### src/rtl/cpu_mc.sv
// cpu_mc: multi-cycle core with PC, fetch, LDR/STR and HALT over a
// request/acknowledge memory port; register file, shifter, ALU and flags.
module cpu_mc #(
    parameter int          DATA_W   = 16,
    parameter int          ADDR_W   = 9,
    parameter int unsigned RESET_PC = 0
) (
    input  logic              clk,
    input  logic              reset,
    output logic              mem_req,
    output logic              mem_we,
    output logic [ADDR_W-1:0] mem_addr,
    output logic [DATA_W-1:0] write_data,
    input  logic [DATA_W-1:0] read_data,
    input  logic              mem_ack,
    output logic [DATA_W-1:0] out,
    output logic              N,
    output logic              V,
    output logic              Z,
    output logic [ADDR_W-1:0] pc,
    output logic              halted
);

    typedef enum logic [3:0] {
        S_FETCH,
        S_DECODE,
        S_GET_A,
        S_GET_B,
        S_EXEC,
        S_WR_REG,
        S_WR_IMM,
        S_ADDR,
        S_MEM_RD,
        S_MEM_WR,
        S_HALT
    } state_t;

    localparam logic [ADDR_W-1:0] PC_RST = ADDR_W'(RESET_PC);
    localparam int MSB = DATA_W - 1;

    state_t            state_q, state_d;
    logic [ADDR_W-1:0] pc_q, pc_d;
    logic [15:0]       ir_q, ir_d;
    logic [DATA_W-1:0] a_q, a_d;
    logic [DATA_W-1:0] b_q, b_d;
    logic [DATA_W-1:0] c_q, c_d;
    logic [DATA_W-1:0] r_q [8];
    logic [DATA_W-1:0] r_d [8];
    logic              n_q, n_d;
    logic              v_q, v_d;
    logic              z_q, z_d;
    logic              req_q, req_d;

    logic [2:0] opcode;
    logic [1:0] op;
    logic [2:0] rn;
    logic [2:0] rd;
    logic [1:0] sh;
    logic [2:0] rm;
    logic [DATA_W-1:0] sximm8;
    logic [DATA_W-1:0] sximm5;

    logic is_movi;
    logic is_movr;
    logic is_alu;
    logic is_cmp;
    logic is_mvn;
    logic is_ldr;
    logic is_str;
    logic is_halt;
    logic ack_ok;

    logic [DATA_W-1:0] a_in;
    logic [DATA_W-1:0] b_sh;
    logic [DATA_W-1:0] sum;
    logic [DATA_W-1:0] diff;
    logic [DATA_W-1:0] alu_res;
    logic              ovf;

    assign opcode = ir_q[15:13];
    assign op     = ir_q[12:11];
    assign rn     = ir_q[10:8];
    assign rd     = ir_q[7:5];
    assign sh     = ir_q[4:3];
    assign rm     = ir_q[2:0];
    assign sximm8 = {{(DATA_W-8){ir_q[7]}}, ir_q[7:0]};
    assign sximm5 = {{(DATA_W-5){ir_q[4]}}, ir_q[4:0]};

    assign is_movi = (opcode == 3'b110) && (op == 2'b10);
    assign is_movr = (opcode == 3'b110) && (op == 2'b00);
    assign is_alu  = (opcode == 3'b101);
    assign is_cmp  = is_alu && (op == 2'b01);
    assign is_mvn  = is_alu && (op == 2'b11);
    assign is_ldr  = (opcode == 3'b011) && (op == 2'b00);
    assign is_str  = (opcode == 3'b100) && (op == 2'b00);
    assign is_halt = (opcode == 3'b111);

    // an ack only counts while a request is actually outstanding
    assign ack_ok = req_q && mem_ack;

    always_comb begin
        a_in = (is_movr || is_mvn) ? '0 : a_q;
        unique case (sh)
            2'b00: b_sh = b_q;
            2'b01: b_sh = {b_q[MSB-1:0], 1'b0};
            2'b10: b_sh = {1'b0, b_q[MSB:1]};
            2'b11: b_sh = {b_q[MSB], b_q[MSB:1]};
        endcase
        sum  = a_in + b_sh;
        diff = a_in - b_sh;
        ovf  = (a_in[MSB] ^ b_sh[MSB]) & (diff[MSB] ^ a_in[MSB]);
        alu_res = b_sh;
        if (is_alu) begin
            unique case (op)
                2'b00: alu_res = sum;
                2'b01: alu_res = diff;
                2'b10: alu_res = a_in & b_sh;
                2'b11: alu_res = ~b_sh;
            endcase
        end
    end

    always_comb begin
        state_d = state_q;
        pc_d    = pc_q;
        ir_d    = ir_q;
        a_d     = a_q;
        b_d     = b_q;
        c_d     = c_q;
        r_d     = r_q;
        n_d     = n_q;
        v_d     = v_q;
        z_d     = z_q;
        unique case (state_q)
            S_FETCH: begin
                if (ack_ok) begin
                    ir_d    = read_data[15:0];
                    pc_d    = pc_q + ADDR_W'(1);
                    state_d = S_DECODE;
                end
            end
            S_DECODE: begin
                unique case (1'b1)
                    is_movi:               state_d = S_WR_IMM;
                    is_movr || is_mvn:     state_d = S_GET_B;
                    is_alu && !is_mvn:     state_d = S_GET_A;
                    is_ldr || is_str:      state_d = S_GET_A;
                    is_halt:               state_d = S_HALT;
                    default:               state_d = S_FETCH;
                endcase
            end
            S_GET_A: begin
                a_d     = r_q[rn];
                state_d = (is_ldr || is_str) ? S_ADDR : S_GET_B;
            end
            S_GET_B: begin
                b_d     = is_str ? r_q[rd] : r_q[rm];
                state_d = is_str ? S_MEM_WR : S_EXEC;
            end
            S_EXEC: begin
                if (is_cmp) begin
                    n_d     = diff[MSB];
                    z_d     = (diff == '0);
                    v_d     = ovf;
                    state_d = S_FETCH;
                end else begin
                    c_d     = alu_res;
                    state_d = S_WR_REG;
                end
            end
            S_WR_REG: begin
                r_d[rd] = c_q;
                state_d = S_FETCH;
            end
            S_WR_IMM: begin
                r_d[rn] = sximm8;
                state_d = S_FETCH;
            end
            S_ADDR: begin
                c_d     = a_q + sximm5;
                state_d = is_ldr ? S_MEM_RD : S_GET_B;
            end
            S_MEM_RD: begin
                if (ack_ok) begin
                    r_d[rd] = read_data;
                    state_d = S_FETCH;
                end
            end
            S_MEM_WR: begin
                if (ack_ok) begin
                    state_d = S_FETCH;
                end
            end
            S_HALT: state_d = S_HALT;
            default: state_d = S_FETCH;
        endcase
        // request is registered from the state being entered
        req_d = (state_d == S_FETCH) || (state_d == S_MEM_RD)
             || (state_d == S_MEM_WR);
    end

    always_ff @(posedge clk or negedge reset) begin
        if (!reset) begin
            state_q <= S_FETCH;
            pc_q    <= PC_RST;
            ir_q    <= '0;
            a_q     <= '0;
            b_q     <= '0;
            c_q     <= '0;
            n_q     <= 1'b0;
            v_q     <= 1'b0;
            z_q     <= 1'b0;
            req_q   <= 1'b0;
            for (int i = 0; i < 8; i++) begin
                r_q[i] <= '0;
            end
        end else begin
            state_q <= state_d;
            pc_q    <= pc_d;
            ir_q    <= ir_d;
            a_q     <= a_d;
            b_q     <= b_d;
            c_q     <= c_d;
            n_q     <= n_d;
            v_q     <= v_d;
            z_q     <= z_d;
            req_q   <= req_d;
            r_q     <= r_d;
        end
    end

    assign mem_req    = req_q;
    assign mem_we     = req_q && (state_q == S_MEM_WR);
    assign mem_addr   = !req_q ? '0
                      : (state_q == S_FETCH) ? pc_q
                      : c_q[ADDR_W-1:0];
    assign write_data = mem_we ? b_q : '0;
    assign out        = c_q;
    assign N          = n_q;
    assign V          = v_q;
    assign Z          = z_q;
    assign pc         = pc_q;
    assign halted     = (state_q == S_HALT);

endmodule

### config.mk
export PLATFORM = sky130hd
export DESIGN_NAME = cpu_mc
export DESIGN_NICKNAME = d
export VERILOG_FILES = /design/src/rtl/cpu_mc.sv
export SDC_FILE = /design/constraint.sdc
export NUM_CORES = 1
export LEC_CHECK = 0
export CELL_PAD_IN_SITES_DETAIL_PLACEMENT = 0
export CELL_PAD_IN_SITES_GLOBAL_PLACEMENT = 1
export CORE_MARGIN = 3
export CORE_UTILIZATION = 43
export DETAILED_ROUTE_END_ITERATION = 10
export HOLD_SLACK_MARGIN = 0.15
export PLACE_DENSITY = 0.75
export SYNTH_ARGS = -nofsm -noshare
export SYNTH_HDL_FRONTEND = slang
export SYNTH_SLANG_ARGS = --single-unit
export TNS_END_PERCENT = 5
### constraint.sdc
create_clock -name clk -period 3.7 [get_ports clk]
set_input_delay 0.74 -clock clk [delete_from_list [all_inputs] [get_ports clk]]
set_output_delay 0.74 -clock clk [all_outputs]
set_load 0.01 [all_outputs]
==> impl_metrics.json, run 1 <==
{
  "core_area_um2": 39100,
  "critical-path-slowest-cell": "a2111oi_4",
  "dr.pass1.iters": 8,
  "start_util_pct": 44.1,
  "maxCapViolCount": 0,
  "final_common_cell": "nand2_1",
  "globalRouteMet2Util_pct": 51.4,
  "area_growth_syn_to_layout_pct": 18.1,
  "grt_usage_pct": 32.9,
  "cp_cell_sequence": "nor2b_4, and3_4, o21ai_4, nand2_2, inv_2, ha_4, fa_2, a211o_1, a2111oi_4, nor3_2, o21ai_1, a21oi_1, o31ai_2, mux2i_1, a2111oi_2, a221o_1",
  "cts_tree": "done",
  "cts-root-buf": "clkbuf_16",
  "critPathRequiredTime_ns": 4.12,
  "grtUsageMet3_pct": 7.26,
  "die_h_um": 206,
  "grt_pass1_vias": 17300,
  "path_class": "register to register",
  "whs_ns": 0.194,
  "wire_per_inst_um": 26.1,
  "finalWirelength_um": 71300,
  "max_slew.worst_pin.slew_ns": 1.15,
  "n_fill_cell": 3700,
  "cts_htree_levels": 1,
  "skew_ns": 0.0216,
  "antenna_found_initial": 1,
  "grt_use_met1_pct": 43.8,
  "cp-start-kind": "register",
  "grt_max_degree": 96,
  "finalSetupTns_ns": 0,
  "synth_flop_cell": "dfrtp_1",
  "synthCells": 2106,
  "overflow": 0,
  "layout_worst_path_cycle_share_pct": 97.9,
  "timing.fmax_mhz": 276,
  "synth.distinct_cells": 64,
  "rsz0062_at_grt": "yes",
  "drtIter0Drc": 2308,
  "clk-insertion-delay-late_ns": 0.56,
  "synth_fp_nets": 2177,
  "hold_viol_final": 0,
  "route.vias.total": 17900,
  "cts-hold-fix-buffers": 0,
  "utilization_pct": 52.1,
  "ys_async_sr_fraction_pct": 100,
  "cts.sinks": 209,
  "vias_per_cell": 6.57,
  "fin_nets": 2263,
  "final_cell_mix": "340 x nand2_1, 217 x o21ai_0, 202 x dfrtp_1",
  "dp_hpwl_um": 49500,
  "leakage_nw": 8.17,
  "cts_inserted_buffers": 26,
  "cp_max_fo": 4,
  "drc": 0,
  "ys_seq_area_share_pct": 30.3,
  "peakVddDrop_mv": 0.390,
  "ys_ff_latch": 209,
  "gp_congestion": 0.960,
  "die_area_um2": 42500,
  "maxSlewHeadroom_pct": 23.1,
  "gr-max-usage-layer": "met2",
  "grt_pass1_wl_um": 107000,
  "endpoint_kind": "register",
  "max_stage_delay_ns": 0.41,
  "maxSlewViolCount": 0,
  "timing.final.crit_period_ns": 3.62,
  "syn_area_per_cell_um2": 8.18,
  "row_count": 72,
  "clk_path_buf_depth": 3,
  "die_w_um": 206,
  "drive_gt1_share_pct": 16.7,
  "arrival_ns": 4.05,
  "io_buffers": 74,
  "critPathBufInv": 1,
  "synth_area_um2": 17200,
  "synth_edf_count": 0,
  "setup_violations": 0,
  "status": "completed",
  "clkSlewWorstSetupHoldPaths_ns": 0.06,
  "critical-path-top-delay-family": "compound AO/OA/AOI/OAI gates",
  "hp-class": "input pin to asynchronous set/reset pin",
  "ios": 75,
  "ys_warn_count": 0,
  "final_antenna_net_count": 0,
  "pwr_density_cell_nw_per_um2": 873
}
==> metrics by stage <==
| stage | setup slack, ns | area [um^2] | instances | total power, W |
|---|---|---|---|---|
| after floorplan | -0.0180 | 17300 | 2106 | 0.0103 |
| after global placement | -0.191 | 19200 | 2673 | 0.0142 |
| after detailed placement | -0.184 | 19200 | 2673 | 0.0143 |
| after CTS | 0.00246 | 20100 | 2724 | 0.0172 |
| after global routing | -0.0643 | 20400 | 2731 | 0.0187 |
| final | 0.0769 | 20400 | 2731 | 0.0178 |
==> path summary, 6_finish.rpt <==
kind                                      startpoint                         end  slack (ns)  cells after the start
worst min-delay path                           reset  asynchronous set/reset pin        0.19                      1
max in group asynchronous                      reset         ir_q[0]$_DFFE_PN0P_        2.54                      2
worst min register to register         V$_DFFE_PN0P_               V$_DFFE_PN0P_        0.49                      2
worst max-delay path            ir_q[12]$_DFFE_PN0P_         out[12]$_DFFE_PN0P_        0.08                     16
min in group clk                       V$_DFFE_PN0P_               V$_DFFE_PN0P_        0.49                      2
worst max register to register  ir_q[12]$_DFFE_PN0P_         out[12]$_DFFE_PN0P_        0.08                     16
==> cells in the mapped netlist (6+ instances only) <==
library cell | number | area [um^2]
a222oi_1 | 28 | 280
a22oi_1 | 64 | 480
mux4_2 | 45 | 1010
and3_1 | 8 | 50.1
nor2_1 | 183 | 687
nor2b_1 | 8 | 50.1
clkbuf_1 | 139 | 522
xor2_1 | 12 | 105
a22o_1 | 13 | 114
a21oi_1 | 116 | 581
and2_1 | 46 | 288
or3_1 | 9 | 56.3
ha_1 | 49 | 613
o21ai_0 | 219 | 1100
o22ai_1 | 80 | 500
nand3_1 | 23 | 115
inv_1 | 39 | 146
nand4_1 | 15 | 93.8
mux2i_1 | 119 | 1190
o21ai_1 | 14 | 70.1
nor3_1 | 29 | 145
nand2_1 | 342 | 1280
buf_1 | 16 | 60.1
mux2_2 | 58 | 653
a21o_1 | 9 | 67.6
o21bai_1 | 6 | 45.0
xnor2_1 | 29 | 254
nand2b_1 | 17 | 106
a221oi_1 | 46 | 403
dfrtp_1 | 209 | 5230
a31oi_1 | 11 | 68.8
a211oi_1 | 14 | 105
buf_2 | 16 | 80.1
==> power breakdown <==
group / total (W) / leakage (nW) / internal [W] / switching (W)
clock network: 0.00277 / 0.447 / 0.00165 / 0.00112
logic: 0.0110 / 4.90 / 0.00458 / 0.00639
registers: 0.00403 / 2.83 / 0.00287 / 0.00116
==> per-layer routing <==
metal / wire [um] / share of wire (%)
met1: 28800 / 40
met2: 32200 / 45
met3: 7130 / 10
met4: 3250 / 4.6
met5: 0 / 0
==> layout make-up <==
cell class / count / area, um^2 / share of cell area [%]
clock buffer: 34 / 752 / 3.69
tap: 518 / 648 / 3.18
inverter: 40 / 150 / 0.738
timing repair buffer: 231 / 1970 / 9.67
sequential: 209 / 5240 / 25.7
clock inverter: 14 / 171 / 0.842
multi-input combinational: 1684 / 11400 / 56.1
antenna: 1 / 2.50 / 0.0123
==> kinds of logic after synthesis <==
| group | count (synthesis) | share of synthesized area [%] |
|---|---|---|
| compound gates | 668 | 24.7 |
| fa+ha+maj | 52 | 3.91 |
| mux | 222 | 16.6 |
| buf+inv | 213 | 4.81 |
| xor+xnor | 41 | 2.08 |
| simple gates | 701 | 17.5 |
| flops | 209 | 30.3 |
==> what timing repair did <==
action	4_1_cts	5_1_grt
endpoints found under the hold margin	0	0
cloned	0	0
pin swaps	5	22
setup buffers	3	6
setup endpoints to repair	7	11
resized for setup	9	37
Note: power is estimated with default switching activity, not from simulation.
==> run 2: changes to the inputs <==
--- a/config.mk
+++ b/config.mk
@@ -12,2 +12,3 @@
 export DETAILED_ROUTE_END_ITERATION = 10
+export GPL_ROUTABILITY_DRIVEN = 0
 export HOLD_SLACK_MARGIN = 0.15
==> constraint.sdc (replaced) <==
create_clock -name clk -period 3.7 [get_ports clk]
set_input_delay 0.555 -clock clk [delete_from_list [all_inputs] [get_ports clk]]
set_output_delay 0.555 -clock clk [all_outputs]
set_load 0.01 [all_outputs]
==> run 2 against run 1 <==
The flow now finishes with violations (negative setup slack). Sequential share of layout area fell by 0.079 points. Flip-flop and latch count did not move. Core utilization rose by 0.13 points. Largest power group unchanged. Critical path depth rose by 1. Combinational power barely moved. Non-clock buffer count rose by 1. Hold slack improved by 0.29 ns. Setup slack got worse by 0.11 ns. Maximum frequency fell by 3.0%. Final cell count rose by 0.15%.
==> impl_metrics.json, run 2 (same netlist as run 1, synthesis figures left out) <==
{
  "final_common_cell": "nand2_1",
  "maxSlewViolCount": 0,
  "place_ws_ns": -0.242,
  "antenna_found_initial": 0,
  "skew_ns": 0.0226,
  "grt_pass1_wl_um": 109000,
  "hold_viol_final": 0,
  "pwr_density_cell_nw_per_um2": 871,
  "timing.fmax_mhz": 268,
  "final_antenna_net_count": 0,
  "antennaDiodeCount": 0,
  "status": "complete, but fails checks",
  "timing.final.crit_period_ns": 3.73,
  "dpl_cell_area_um2": 19200,
  "dp_hpwl_um": 48700,
  "rsz0062_at_grt": "yes",
  "critical-path-slowest-cell": "a2111oi_4",
  "final_cell_area_um2": 20400,
  "grt_max_degree": 81,
  "critPathRequiredTime_ns": 4.14,
  "cpMostUsedCell": "buf_6",
  "leakage_nw": 8.21,
  "fin_nets": 2266,
  "n_fill_cell": 3641,
  "grt_usage_pct": 33.4,
  "max_stage_delay_ns": 0.43,
  "maxCapViolCount": 0,
  "die_h_um": 206,
  "route.vias.total": 18200,
  "start_util_pct": 44.1,
  "die_area_um2": 42500,
  "clkSlewWorstSetupHoldPaths_ns": 0.06,
  "path_class": "register to register",
  "setup_violations": 1,
  "drive_gt1_share_pct": 16.1,
  "area_growth_syn_to_layout_pct": 18.4,
  "die_w_um": 206,
  "cts_tree": "done",
  "drc": 0,
  "cp-start-kind": "register",
  "core_area_um2": 39100,
  "cts.sinks": 209,
  "violations": "negative setup slack",
  "peakVddDrop_mv": 0.477,
  "layout_worst_path_cycle_share_pct": 101,
  "hp-class": "register to register",
  "wire_per_inst_um": 26.4,
  "clk-insertion-delay-late_ns": 0.57,
  "io_buffers": 74,
  "cp_max_fo": 4,
  "endpoint_kind": "register",
  "drtIter0Drc": 2268,
  "cp_cell_sequence": "buf_6, nor2_4, and3_4, o21ai_4, buf_6, nand2_4, inv_4, fa_2, a211o_1, a2111oi_4, nor3_2, o21ai_1, a21oi_2, o31ai_2, mux2i_1, a2111oi_2, a221o_1",
  "vias_per_cell": 6.66,
  "overflow": 0,
  "cts_htree_levels": 1,
  "max_slew.worst_pin.slew_ns": 1.21,
  "dr.pass1.iters": 7,
  "row_count": 72,
  "cts_inserted_buffers": 28,
  "ios": 75,
  "maxSlewHeadroom_pct": 19.7,
  "final_cell_mix": "340 x nand2_1, 216 x o21ai_0, 204 x dfrtp_1",
  "grt_pass1_vias": 17600,
  "whs_ns": 0.486,
  "clk_path_buf_depth": 3,
  "layout_setup_ws_ns": -0.0346,
  "cts-root-buf": "clkbuf_16",
  "finalWirelength_um": 72300,
  "arrival_ns": 4.17
}
run 2: cell count changes in the layout (fill, tap and decap cells not counted), sizes merged:
cell,delta
clkinv,-1
clkinvlp,-2
dlygate4sd3,+1
diode,-1
clkbuf,+10
inv,-2
bufinv,-1
run 2: cell type report:
| cell class | instances | area (um^2) | share of cell area [%] |
|---|---|---|---|
| Clock inverter | 8 | 96.3 | 0.472 |
| Tap cell | 518 | 648 | 3.18 |
| Sequential cell | 209 | 5240 | 25.7 |
| Multi-Input combinational cell | 1684 | 11400 | 55.8 |
| Inverter | 40 | 153 | 0.748 |
| Clock buffer | 44 | 872 | 4.27 |
| Timing Repair Buffer | 232 | 2020 | 9.92 |
run 2: what timing repair did:
action / CTS / global route
setup buffers: 3 / 6
hold buffers: 1 / 0
pin swaps: 5 / 18
endpoints found under the hold margin: 67 / 0
endpoints found under the setup margin: 6 / 10
resized for setup: 8 / 29
run 2: final timing paths:
check	cells past startpoint	to	slack, ns	start
max in group asynchronous	3	ir_q[1]$_DFFE_PN0P_	2.23	reset
min in group asynchronous	2	asynchronous set/reset pin	0.54	reset
min reg2reg	2	V$_DFFE_PN0P_	0.49	V$_DFFE_PN0P_
max reg2reg	17	out[12]$_DFFE_PN0P_	-0.03	ir_q[12]$_DFFE_PN0P_
min	2	V$_DFFE_PN0P_	0.49	V$_DFFE_PN0P_
max	17	out[12]$_DFFE_PN0P_	-0.03	ir_q[12]$_DFFE_PN0P_
run 2: where the power goes:
group | switching [W] | leakage (nW) | internal [W] | total, W
Sequential | 0.00113 | 2.83 | 0.00287 | 0.00400
Clock | 0.00114 | 0.477 | 0.00175 | 0.00289
Combinational | 0.00642 | 4.91 | 0.00447 | 0.0109
run 2: through the flow:
step	total power [W]	std cells	util (%)	setup TNS [ns]
3_3_place_gp	0.0142	2673	49.1	-0.216
4_1_cts	0.0173	2729	51.8	-0.0131
5_1_grt	0.0187	2735	52.2	-0.784
3_5_place_dp	0.0143	2673	49.1	-0.554
2_1_floorplan	0.0103	2106	-	-0.0180
6_report	0.0178	2735	52.2	-0.0346
run 2: layer usage:
| layer | vias up | track usage (%) | routed length, um |
|---|---|---|---|
| met3 | 288 | 5.86 | 7110 |
| li1 | 7963 | - | - |
| met1 | 8773 | 43.7 | 28300 |
| met4 | 0 | 16.9 | 4250 |
| met2 | 1191 | 53.4 | 32700 |
| met5 | - | 0 | 0 |
run 2: worst max-delay path, delay by kind of cell, from the launching register on:
family                     cells  cell delay [ns]
adders and majority gates      1             0.40
and+or+nand+nor                4             0.49
AOI/OAI and AO/OA              8             1.74
muxes                          1             0.26
buffers and inverters          3             0.30
DFF                            1             0.40
